--- src/rtl/lvds_video_timing_gen_if.sv ---
// Pixel stream carried from an upstream frame source (master) into the
// video timing generator (slave).
interface lvds_video_timing_gen_if;
    logic        pix_valid;
    logic [23:0] pix_data;
    logic        pix_ready;

    modport master (output pix_valid, output pix_data, input pix_ready);
    modport slave  (input pix_valid, input pix_data, output pix_ready);
endinterface

--- src/rtl/lvds_video_timing_gen.sv ---
// Raster timing and pixel source feeding the LVDS transmitter: generates
// HSync/VSync/Blank and 8:8:8 RGB from an external stream or a test pattern.
module lvds_video_timing_gen #(
    parameter int H_ACTIVE    = 1024,
    parameter int H_FP        = 24,
    parameter int H_SYNC      = 136,
    parameter int H_BP        = 160,
    parameter int V_ACTIVE    = 768,
    parameter int V_FP        = 3,
    parameter int V_SYNC      = 6,
    parameter int V_BP        = 29,
    parameter bit HS_POL      = 1'b0,
    parameter bit VS_POL      = 1'b0,
    parameter bit BLANK_IS_DE = 1'b1
) (
    input  logic                   Video_Clock,
    input  logic                   reset_n,
    input  logic                   enable,
    input  logic [1:0]             pattern_sel,
    lvds_video_timing_gen_if.slave pix_if,
    output logic                   Video_HSync,
    output logic                   Video_VSync,
    output logic                   Video_Blank,
    output logic [7:0]             Video_Red,
    output logic [7:0]             Video_Green,
    output logic [7:0]             Video_Blue,
    output logic                   frame_start,
    output logic                   underflow,
    input  logic                   underflow_clr
);

    localparam int H_TOTAL  = H_ACTIVE + H_FP + H_SYNC + H_BP;
    localparam int V_TOTAL  = V_ACTIVE + V_FP + V_SYNC + V_BP;
    localparam int HW       = (H_TOTAL > 1) ? $clog2(H_TOTAL) : 1;
    localparam int VW       = (V_TOTAL > 1) ? $clog2(V_TOTAL) : 1;
    localparam int BAR_W    = H_ACTIVE / 8;
    localparam int BW       = (BAR_W > 1) ? $clog2(BAR_W) : 1;
    localparam int HS_START = H_ACTIVE + H_FP;
    localparam int HS_END   = HS_START + H_SYNC;
    localparam int VS_START = V_ACTIVE + V_FP;
    localparam int VS_END   = VS_START + V_SYNC;

    localparam logic HS_IDLE    = ~HS_POL;
    localparam logic VS_IDLE    = ~VS_POL;
    localparam logic BLANK_IDLE = ~BLANK_IS_DE;

    localparam logic [23:0] BAR_RGB [8] = '{
        24'hFFFFFF, 24'hFFFF00, 24'h00FFFF, 24'h00FF00,
        24'hFF00FF, 24'hFF0000, 24'h0000FF, 24'h000000
    };

    typedef enum logic {
        ST_IDLE = 1'b0,
        ST_RUN  = 1'b1
    } state_t;

    state_t        state_q, state_d;
    logic [HW-1:0] h_cnt_q, h_cnt_d;
    logic [VW-1:0] v_cnt_q, v_cnt_d;
    logic [BW-1:0] bar_pix_q, bar_pix_d;
    logic [2:0]    bar_idx_q, bar_idx_d;
    logic [1:0]    pattern_q, pattern_d;
    logic          hsync_q, hsync_d;
    logic          vsync_q, vsync_d;
    logic          blank_q, blank_d;
    logic [23:0]   rgb_q, rgb_d;
    logic          frame_start_q, frame_start_d;
    logic          underflow_q, underflow_d;

    logic [31:0]   h_ext;
    logic [31:0]   v_ext;
    logic          active_h;
    logic          active;
    logic          hs_region;
    logic          vs_region;
    logic          h_last;
    logic          v_last;
    logic          at_origin;
    logic [1:0]    pattern_cur;
    logic          run_go;
    logic          pix_ready_c;
    logic          starve;
    logic [23:0]   src_rgb;

    assign h_ext     = 32'(h_cnt_q);
    assign v_ext     = 32'(v_cnt_q);
    assign active_h  = (h_ext < H_ACTIVE);
    assign active    = active_h && (v_ext < V_ACTIVE);
    assign hs_region = (h_ext >= HS_START) && (h_ext < HS_END);
    assign vs_region = (v_ext >= VS_START) && (v_ext < VS_END);
    assign h_last    = (h_ext == H_TOTAL - 1);
    assign v_last    = (v_ext == V_TOTAL - 1);
    assign at_origin = (h_cnt_q == '0) && (v_cnt_q == '0);

    // The pattern for a whole frame is taken at pixel (0,0), so that pixel
    // already uses the freshly sampled selection.
    assign pattern_cur = at_origin ? pattern_sel : pattern_q;

    // Gating with enable and reset_n keeps a word from being consumed on a
    // cycle whose pixel will never reach the outputs.
    assign run_go      = reset_n && (state_q == ST_RUN) && enable;
    assign pix_ready_c = run_go && active && (pattern_cur == 2'd0);
    assign starve      = pix_ready_c && !pix_if.pix_valid;

    assign pix_if.pix_ready = pix_ready_c;

    always_comb begin
        src_rgb = 24'h000000;
        case (pattern_cur)
            2'd0:    src_rgb = pix_if.pix_valid ? pix_if.pix_data : 24'h000000;
            2'd1:    src_rgb = BAR_RGB[bar_idx_q];
            2'd2:    src_rgb = {3{h_ext[7:0]}};
            default: src_rgb = 24'h0000FF;
        endcase
    end

    always_comb begin
        state_d       = state_q;
        h_cnt_d       = '0;
        v_cnt_d       = '0;
        bar_pix_d     = '0;
        bar_idx_d     = '0;
        pattern_d     = pattern_q;
        hsync_d       = HS_IDLE;
        vsync_d       = VS_IDLE;
        blank_d       = BLANK_IDLE;
        rgb_d         = 24'h000000;
        frame_start_d = 1'b0;

        underflow_d = underflow_q;
        if (underflow_clr) begin
            underflow_d = 1'b0;
        end
        if (starve) begin
            underflow_d = 1'b1;
        end

        case (state_q)
            ST_IDLE: begin
                if (enable) begin
                    state_d   = ST_RUN;
                    pattern_d = pattern_sel;
                end
            end
            ST_RUN: begin
                if (!enable) begin
                    state_d = ST_IDLE;
                end else begin
                    pattern_d = pattern_cur;
                    if (h_last) begin
                        h_cnt_d = '0;
                        v_cnt_d = v_last ? '0 : v_cnt_q + VW'(1);
                    end else begin
                        h_cnt_d   = h_cnt_q + HW'(1);
                        v_cnt_d   = v_cnt_q;
                        bar_pix_d = bar_pix_q;
                        bar_idx_d = bar_idx_q;
                        // Bar position tracks h_cnt by counting, avoiding a divider.
                        if (active_h) begin
                            if (bar_pix_q == BW'(BAR_W - 1)) begin
                                bar_pix_d = '0;
                                bar_idx_d = bar_idx_q + 3'd1;
                            end else begin
                                bar_pix_d = bar_pix_q + BW'(1);
                            end
                        end
                    end

                    hsync_d       = hs_region ? ~HS_IDLE : HS_IDLE;
                    vsync_d       = vs_region ? ~VS_IDLE : VS_IDLE;
                    blank_d       = active ? ~BLANK_IDLE : BLANK_IDLE;
                    rgb_d         = active ? src_rgb : 24'h000000;
                    frame_start_d = at_origin;
                end
            end
            default: begin
                state_d = ST_IDLE;
            end
        endcase
    end

    always_ff @(posedge Video_Clock) begin
        if (!reset_n) begin
            state_q       <= ST_IDLE;
            h_cnt_q       <= '0;
            v_cnt_q       <= '0;
            bar_pix_q     <= '0;
            bar_idx_q     <= '0;
            pattern_q     <= 2'd0;
            hsync_q       <= HS_IDLE;
            vsync_q       <= VS_IDLE;
            blank_q       <= BLANK_IDLE;
            rgb_q         <= 24'h000000;
            frame_start_q <= 1'b0;
            underflow_q   <= 1'b0;
        end else begin
            state_q       <= state_d;
            h_cnt_q       <= h_cnt_d;
            v_cnt_q       <= v_cnt_d;
            bar_pix_q     <= bar_pix_d;
            bar_idx_q     <= bar_idx_d;
            pattern_q     <= pattern_d;
            hsync_q       <= hsync_d;
            vsync_q       <= vsync_d;
            blank_q       <= blank_d;
            rgb_q         <= rgb_d;
            frame_start_q <= frame_start_d;
            underflow_q   <= underflow_d;
        end
    end

    assign Video_HSync = hsync_q;
    assign Video_VSync = vsync_q;
    assign Video_Blank = blank_q;
    assign Video_Red   = rgb_q[23:16];
    assign Video_Green = rgb_q[15:8];
    assign Video_Blue  = rgb_q[7:0];
    assign frame_start = frame_start_q;
    assign underflow   = underflow_q;

endmodule

--- src/flat_wrapper.sv ---
// flat-port wrapper written by rule: the top's interface ports become plain ports
module lvds_video_timing_gen_flat 
#(
    parameter int H_ACTIVE    = 1024,
    parameter int H_FP        = 24,
    parameter int H_SYNC      = 136,
    parameter int H_BP        = 160,
    parameter int V_ACTIVE    = 768,
    parameter int V_FP        = 3,
    parameter int V_SYNC      = 6,
    parameter int V_BP        = 29,
    parameter bit HS_POL      = 1'b0,
    parameter bit VS_POL      = 1'b0,
    parameter bit BLANK_IS_DE = 1'b1
)
  (Video_Clock, reset_n, enable, pattern_sel, Video_HSync, Video_VSync, Video_Blank, Video_Red, Video_Green, Video_Blue, frame_start, underflow, underflow_clr, pix_if_pix_valid, pix_if_pix_data, pix_if_pix_ready);
  lvds_video_timing_gen_if pix_if_i ();
  input  logic Video_Clock;
  input  logic reset_n;
  input  logic enable;
  input  logic [1:0] pattern_sel;
  output logic Video_HSync;
  output logic Video_VSync;
  output logic Video_Blank;
  output logic [7:0] Video_Red;
  output logic [7:0] Video_Green;
  output logic [7:0] Video_Blue;
  output logic frame_start;
  output logic underflow;
  input  logic underflow_clr;
  input wire logic [$bits(pix_if_i.pix_valid)-1:0] pix_if_pix_valid;
  input wire logic [$bits(pix_if_i.pix_data)-1:0] pix_if_pix_data;
  output wire logic [$bits(pix_if_i.pix_ready)-1:0] pix_if_pix_ready;
  assign pix_if_i.pix_valid = pix_if_pix_valid;
  assign pix_if_i.pix_data = pix_if_pix_data;
  assign pix_if_pix_ready = pix_if_i.pix_ready;
  lvds_video_timing_gen #(.H_ACTIVE(H_ACTIVE), .H_FP(H_FP), .H_SYNC(H_SYNC), .H_BP(H_BP), .V_ACTIVE(V_ACTIVE), .V_FP(V_FP), .V_SYNC(V_SYNC), .V_BP(V_BP), .HS_POL(HS_POL), .VS_POL(VS_POL), .BLANK_IS_DE(BLANK_IS_DE)) u_core (.Video_Clock(Video_Clock), .reset_n(reset_n), .enable(enable), .pattern_sel(pattern_sel), .pix_if(pix_if_i), .Video_HSync(Video_HSync), .Video_VSync(Video_VSync), .Video_Blank(Video_Blank), .Video_Red(Video_Red), .Video_Green(Video_Green), .Video_Blue(Video_Blue), .frame_start(frame_start), .underflow(underflow), .underflow_clr(underflow_clr));
endmodule
--- config.mk ---
export PLATFORM = sky130hd
export DESIGN_NAME = lvds_video_timing_gen_flat
export DESIGN_NICKNAME = d
export VERILOG_FILES = /design/src/rtl/lvds_video_timing_gen_if.sv /design/src/rtl/lvds_video_timing_gen.sv /design/src/flat_wrapper.sv
export SDC_FILE = /design/constraint.sdc
export NUM_CORES = 1
export LEC_CHECK = 0
export BUFFER_PORTS_ARGS = -buffer_cell sky130_fd_sc_hd__buf_2
export CELL_PAD_IN_SITES_DETAIL_PLACEMENT = 1
export CELL_PAD_IN_SITES_GLOBAL_PLACEMENT = 1
export CORE_UTILIZATION = 37
export CTS_CLUSTER_SIZE = 14
export DETAILED_ROUTE_END_ITERATION = 10
export PLACE_DENSITY = 0.83
export SYNTH_ARGS = -nofsm -noshare
export SYNTH_HDL_FRONTEND = slang
export SYNTH_SLANG_ARGS = --single-unit
--- constraint.sdc ---
create_clock -name Video_Clock -period 2.25 [get_ports Video_Clock]
set_input_delay 0.1125 -clock Video_Clock [delete_from_list [all_inputs] [get_ports Video_Clock]]
set_output_delay 0.1125 -clock Video_Clock [all_outputs]
set_load 0.05 [all_outputs]
==> qor.csv, run 1 <==
metric;value;unit
rows;33;
drv_slew;0;
nNetsFinal;485;
grt_pass1_wl;14900;um
clk_path_buf_depth;2;
maxSlewHeadroom;0.535;
htree_levels;3;
synth_enable_flop_cells;0;
failed_checks;negative setup slack;
worstSetupStartpointType;flop;
io_buffers;60;
synth_flop_cell;dfxtp_1;
cts_tree;done;
vias;3070;
tightest_slew;0.696;ns
peakVddDrop;0.218;mV
synthCells;353;
setup_viol;24;
fmax;425;MHz
cts_sinks;63;
die_height;94.3;um
top_layer;met4;
grt_max_degree;21;
drc;0;
drive_above_1_share;0.355;
crit_arrival;2.56;ns
insertion_delay;0.35;ns
post_layout_nonfiller_instances;556;
core;8220;sq um
post_drt_wl_per_cell;18.5;um
drt_wl_total;10300;um
met3_length;529;um
antenna_cells;0;
antenna_found_initial;0;
rsz0062_at_grt;yes;
first_pass_iters;4;
viasPerCell;5.52;
track_usage;0.221;
grt_overflow_total;0;
timing_hold_violations_final;0;
crit_path_end_kind;flop;
cts_made_buffers;9;
p_leak;1.66;nW
path_class;flop to flop;
route.met2.wl;5360;um
dieWidth;94.3;um
synth_fp_nets;392;
drt-initial-drc-count;130;
ios;61;
cap_violations;0;
design_area;4170;sq um
period_share;1.05;
period_needed;2.36;ns
avgSynthCellArea;8.92;sq um
areaGrowthSynthToFinish;32.3;%
synthArstFlopShare;0;
setup_slack;-0.105;ns
place_hpwl;6690;um
yosysSeqAreaShare;0.400;
ys_types;55;
synth.cell_area;3150;sq um
min_path_type;primary input to flop;
placed_cell_area;3660;sq um
outcome;finished, violations left;
initial_core_util;0.383;
cts-root-buf;clkbuf_8;
crit_fanout;8;
dp_cells;525;
fp.dieArea;8890;sq um
ant_nets;0;
yosys_warnings;0;
cts.reportedPaths.clkPinSlew;0.08;ns
ys_seq_elements;63;
wl_met1;4050;um
power_density;588;nW/um^2
place.gp.congestion;0.810;
first_global_vias;3078;
cp.required;2.46;ns
finClkSkew;0.00962;ns
-- where the power goes --
part | switching (mW) | total, mW | internal, mW
sequential | 0.00941 | 1.13 | 1.13
combinational | 0.130 | 0.216 | 0.0862
clock | 0.481 | 1.10 | 0.620
total | 0.620 | 2.45 | 1.83
-- cells in the mapped netlist (all sizes together) (5+ instances only) --
library cell / instances / area, sq um
dfxtp: 63 / 1260
nor2: 46 / 175
nand2: 29 / 111
a21oi: 20 / 100
o211ai: 19 / 173
a31oi: 14 / 87.6
xor2: 14 / 123
and3: 13 / 81.3
clkbuf: 12 / 50.1
buf: 10 / 97.6
nand4: 10 / 62.6
inv: 9 / 33.8
xnor2: 9 / 78.8
ha: 8 / 100
nor3: 7 / 35.0
o21ai: 7 / 35.0
nand3: 6 / 30.0
o221ai: 6 / 52.6
nor2b: 5 / 31.3
nor4: 5 / 73.8
-- cell families (layout without fill, tap and decap cells) --
logic type	after synthesis	after routing	synth area share
DFF	63	63	0.400
buffers and inverters	32	129	0.0588
AOI/OAI and AO/OA	71	72	0.158
xor gates and xnor gates	23	23	0.0639
and+or+nand+nor	148	148	0.259
adders and majority gates	8	8	0.0318
muxes	8	8	0.0282
-- flip-flops by register name (all words and copies together) (netlist names) --
signal / cells
u_core.frame_start: 1
u_core.Video_HSync: 1
u_core.Video_Blank: 1
u_core.v_cnt_q: 10
u_core.underflow: 1
u_core.pattern_q: 2
u_core.h_cnt_q: 11
u_core.rgb_q: 24
u_core.bar_idx_q: 3
u_core.Video_VSync: 1
u_core.bar_pix_q: 7
u_core.state_q: 1
-- cell usage in the layout (no fill, tap or decap), drive strengths merged, types with 3 or more instances in the layout --
master,instances
nand3,6
a31oi,14
nand2,29
o211ai,20
ha,8
nor3,7
a21oi,20
nor4,5
clkinv,3
nor2b,5
nand2b,4
inv,9
nand4,10
nand3b,4
nor2,46
and3,13
dfxtp,63
buf,101
o21ai,7
clkbuf,11
mux2i,4
o221ai,6
mux2,4
xor2,14
xnor2,9
or4,4
or3,3
a211oi,3
-- stage by stage --
stage | util | hold WS (ns) | setup WS, ns | power (mW) | TNS [ns]
floorplan | - | 0.210 | 0.0390 | 1.27 | 0
global placement | 0.445 | 0.318 | 0.0458 | 1.33 | 0
detailed placement | 0.445 | 0.318 | -0.0627 | 1.33 | -0.463
CTS | 0.485 | 0.0221 | -0.00917 | 2.44 | -0.00964
global route | 0.507 | 0.0345 | -0.155 | 2.52 | -2.06
finish | 0.507 | 0.0301 | -0.105 | 2.45 | -0.625
-- cell type report --
type | count | area (sq um)
multi-input cells | 259 | 1840
fillers | 988 | 4050
clock buffers | 10 | 128
well taps | 105 | 131
inverters | 10 | 37.5
repair buffers | 103 | 684
flip-flops and latches | 63 | 1260
clock inverters | 6 | 85.1
-- path summary, 6_finish.rpt --
| path | start | end | slack [ns] | depth (start not counted) |
|---|---|---|---|---|
| setup / recovery | u_core.v_cnt_q[1] | u_core.rgb_q[11] | -0.11 | 10 |
| hold / removal | reset_n | u_core.pattern_q[1] | 0.03 | 3 |
| setup reg to reg | u_core.v_cnt_q[1] | u_core.rgb_q[11] | -0.11 | 10 |
| hold reg to reg | u_core.underflow | u_core.underflow | 0.52 | 2 |
-- repair_timing --
action                     4_1_cts  5_1_grt
hold endpoints to repair         1        0
setup endpoints to repair       17       25
pin swaps                       10       13
setup buffers                    5        6
cloned                           0        3
hold buffers                     1        0
resized for setup               17       21
-- critical path, stage by stage (launching register included) --
cell      delay (ns)
dfxtp_1         0.34
inv_2           0.10
ha_4            0.13
or4b_4          0.47
nor4_4          0.32
buf_4           0.19
buf_6           0.10
nand4_1         0.13
buf_6           0.17
o211ai_4        0.14
a31oi_1         0.13
-- per-layer routing --
metal | vias to the layer above | GRT usage
li1 | 1446 | -
met2 | 112 | 0.397
met1 | 1482 | 0.246
met3 | 30 | 0.0542
met5 | - | 0
met4 | 0 | 0.0923
(Power assumes the default switching activity.)
==> run 2: changes to the inputs <==
--- a/config.mk
+++ b/config.mk
@@ -10,6 +10,6 @@
 export CELL_PAD_IN_SITES_GLOBAL_PLACEMENT = 1
-export CORE_UTILIZATION = 37
+export CORE_UTILIZATION = 44
 export CTS_CLUSTER_SIZE = 14
 export DETAILED_ROUTE_END_ITERATION = 10
-export PLACE_DENSITY = 0.83
+export PLACE_DENSITY = 0.92
 export SYNTH_ARGS = -nofsm -noshare
==> constraint.sdc (replaced) <==
create_clock -name Video_Clock -period 3.1 [get_ports Video_Clock]
set_input_delay 0 -clock Video_Clock [delete_from_list [all_inputs] [get_ports Video_Clock]]
set_output_delay 0 -clock Video_Clock [all_outputs]
set_load 0.05 [all_outputs]
==> qor.csv, run 2 (same netlist as run 1, synthesis figures left out) <==
metric;value;unit;change
outcome;finished, final reports clean;;
clk_path_buf_depth;2;;unchanged
track_usage;0.342;;+0.121
path_buf_inv;3;;-1
regMostFlops;u_core.rgb_q;;
peakVddDrop;0.309;mV;+41%
maxSlewHeadroom;0.463;;-0.0724
finClkSkew;0.0152;ns;+0.00557 ns
largest_reg_flops;24;;unchanged
place_hpwl;6350;um;-5.0%
post-place-ws;0.527;ns;+0.589 ns
nNetsFinal;475;;-2.1%
power_density;473;nW/um^2;-20%
first_pass_iters;5;;+1
cp.required;3.35;ns;+0.89 ns
io_buffers;60;;unchanged
setup_slack;0.0758;ns;+0.181 ns
areaGrowthSynthToFinish;27.0;%;
crit_chain;inv_1, ha_1, or4b_4, nor4_4, a211oi_2, buf_6, nor2_2, o32ai_2, dlygate4sd3_1;;
drt-initial-drc-count;196;;+51%
first_global_vias;3462;;+12%
tightest_slew;0.804;ns;+0.108 ns
layout_commonest_cell;dfxtp_1;;
post_layout_nonfiller_instances;537;;-3.4%
cts_sinks;63;;unchanged
p_leak;1.58;nW;-5.1%
grt_overflow_total;0;;unchanged
path_class;flop to flop;;
dieWidth;86.6;um;-8.1%
grt_max_degree;21;;unchanged
fin_setup_tns;0;ns;+0.625 ns
timing_hold_violations_final;0;;unchanged
cpPeakStageDelay;0.58;ns;+0.11 ns
period_needed;3.02;ns;+0.669 ns
crit_fanout;19;;+11
core;6870;sq um;-16%
crit_slowest_cell;dlygate4sd3_1;;
cts-root-buf;clkbuf_8;;
cts_made_buffers;9;;unchanged
antenna_cells;0;;unchanged
drv_slew;0;;unchanged
crit_family;simple AND/OR/NAND/NOR gates;;
drive_above_1_share;0.245;;-0.110
top_regs;u_core.rgb_q (24), u_core.h_cnt_q (11), u_core.v_cnt_q (10);;
initial_core_util;0.459;;+0.0752
ant_nets;0;;unchanged
finalPower;1.89;mW;-23%
ios;61;;unchanged
setup_viol;0;;-100%
antenna_found_initial;0;;unchanged
cts.reportedPaths.clkPinSlew;0.08;ns;about the same
place.gp.congestion;0.902;;+11%
mostFrequentLayoutCells;dfxtp_1 (63), buf_2 (60), nor2_1 (45);;
fp.dieArea;7500;sq um;-16%
rsz0062_at_grt;no;;
htree_levels;3;;unchanged
rows;30;;-9.1%
crit_path_end_kind;flop;;
dp_cells;491;;-6.5%
die_height;86.6;um;-8.1%
period_share;0.976;;-0.0713
fmax;331;MHz;-22%
cts_tree;done;;
worstSetupStartpointType;flop;;
post_drt_wl_per_cell;22.9;um;+24%
grt_pass1_wl;18600;um;+25%
insertion_delay;0.36;ns;about the same
min_path_type;primary input to flop;;
vias;3203;;+4.3%
crit_arrival;3.27;ns;+0.71 ns
drc;0;;unchanged
drt_wl_total;12300;um;+19%
viasPerCell;5.96;;+8.0%
cap_violations;0;;unchanged
-- run 2: final cells by class --
type	instances	area, sq um
clock buffers	9	124
inverters	10	37.5
multi-input cells	258	1710
fillers	803	2870
well taps	96	120
clock inverters	7	120
repair buffers	94	629
flip-flops and latches	63	1260
-- run 2: metal layers --
| metal | track usage | wire (um) |
|---|---|---|
| met3 | 0.0914 | 735 |
| met5 | 0 | 0 |
| met4 | 0.235 | 860 |
| met2 | 0.599 | 6160 |
| met1 | 0.358 | 4550 |
-- run 2: worst paths after layout --
path / startpoint / endpoint / slack, ns / cells after the start
worst max-delay path: u_core.v_cnt_q[0] / u_core.underflow / 0.08 / 9
worst max register to register: u_core.v_cnt_q[0] / u_core.underflow / 0.08 / 9
worst min register to register: u_core.bar_pix_q[6] / u_core.bar_pix_q[6] / 0.55 / 2
worst min-delay path: pix_if_pix_data[5] / u_core.rgb_q[5] / 0.0005 / 3
-- run 2: timing repair --
item	in CTS	in global routing
buffers inserted	0	2
resized for setup	0	3
endpoints found under the hold margin	27	0
endpoints found under the setup margin	0	5
hold buffers	28	0
-- run 2: where the power goes --
| part | internal, mW | leakage, nW | switching, mW |
|---|---|---|---|
| logic | 0.0655 | 0.950 | 0.0968 |
| clock network | 0.537 | 0.120 | 0.368 |
| registers | 0.817 | 0.509 | 0.00828 |
| total | 1.42 | 1.58 | 0.473 |
-- run 2: worst register-to-register path: cells and delay by family (launching register included) --
family                   cells  cell delay [ns]
adder cells (fa/ha/maj)      1             0.22
buffers and inverters        3             0.94
AO/OA/AOI/OAI                2             0.29
flip-flops                   1             0.39
AND/OR/NAND/NOR              3             1.08
-- run 2: per-stage QoR --
stage	utilization	hold WS [ns]	cell area [sq um]
2_1_floorplan	-	0.0946	3150
3_3_place_gp	0.503	0.197	3450
3_5_place_dp	0.503	0.210	3450
4_1_cts	0.579	0.00121	3980
5_1_grt	0.583	0.0199	4000
6_report	0.583	0.000462	4000
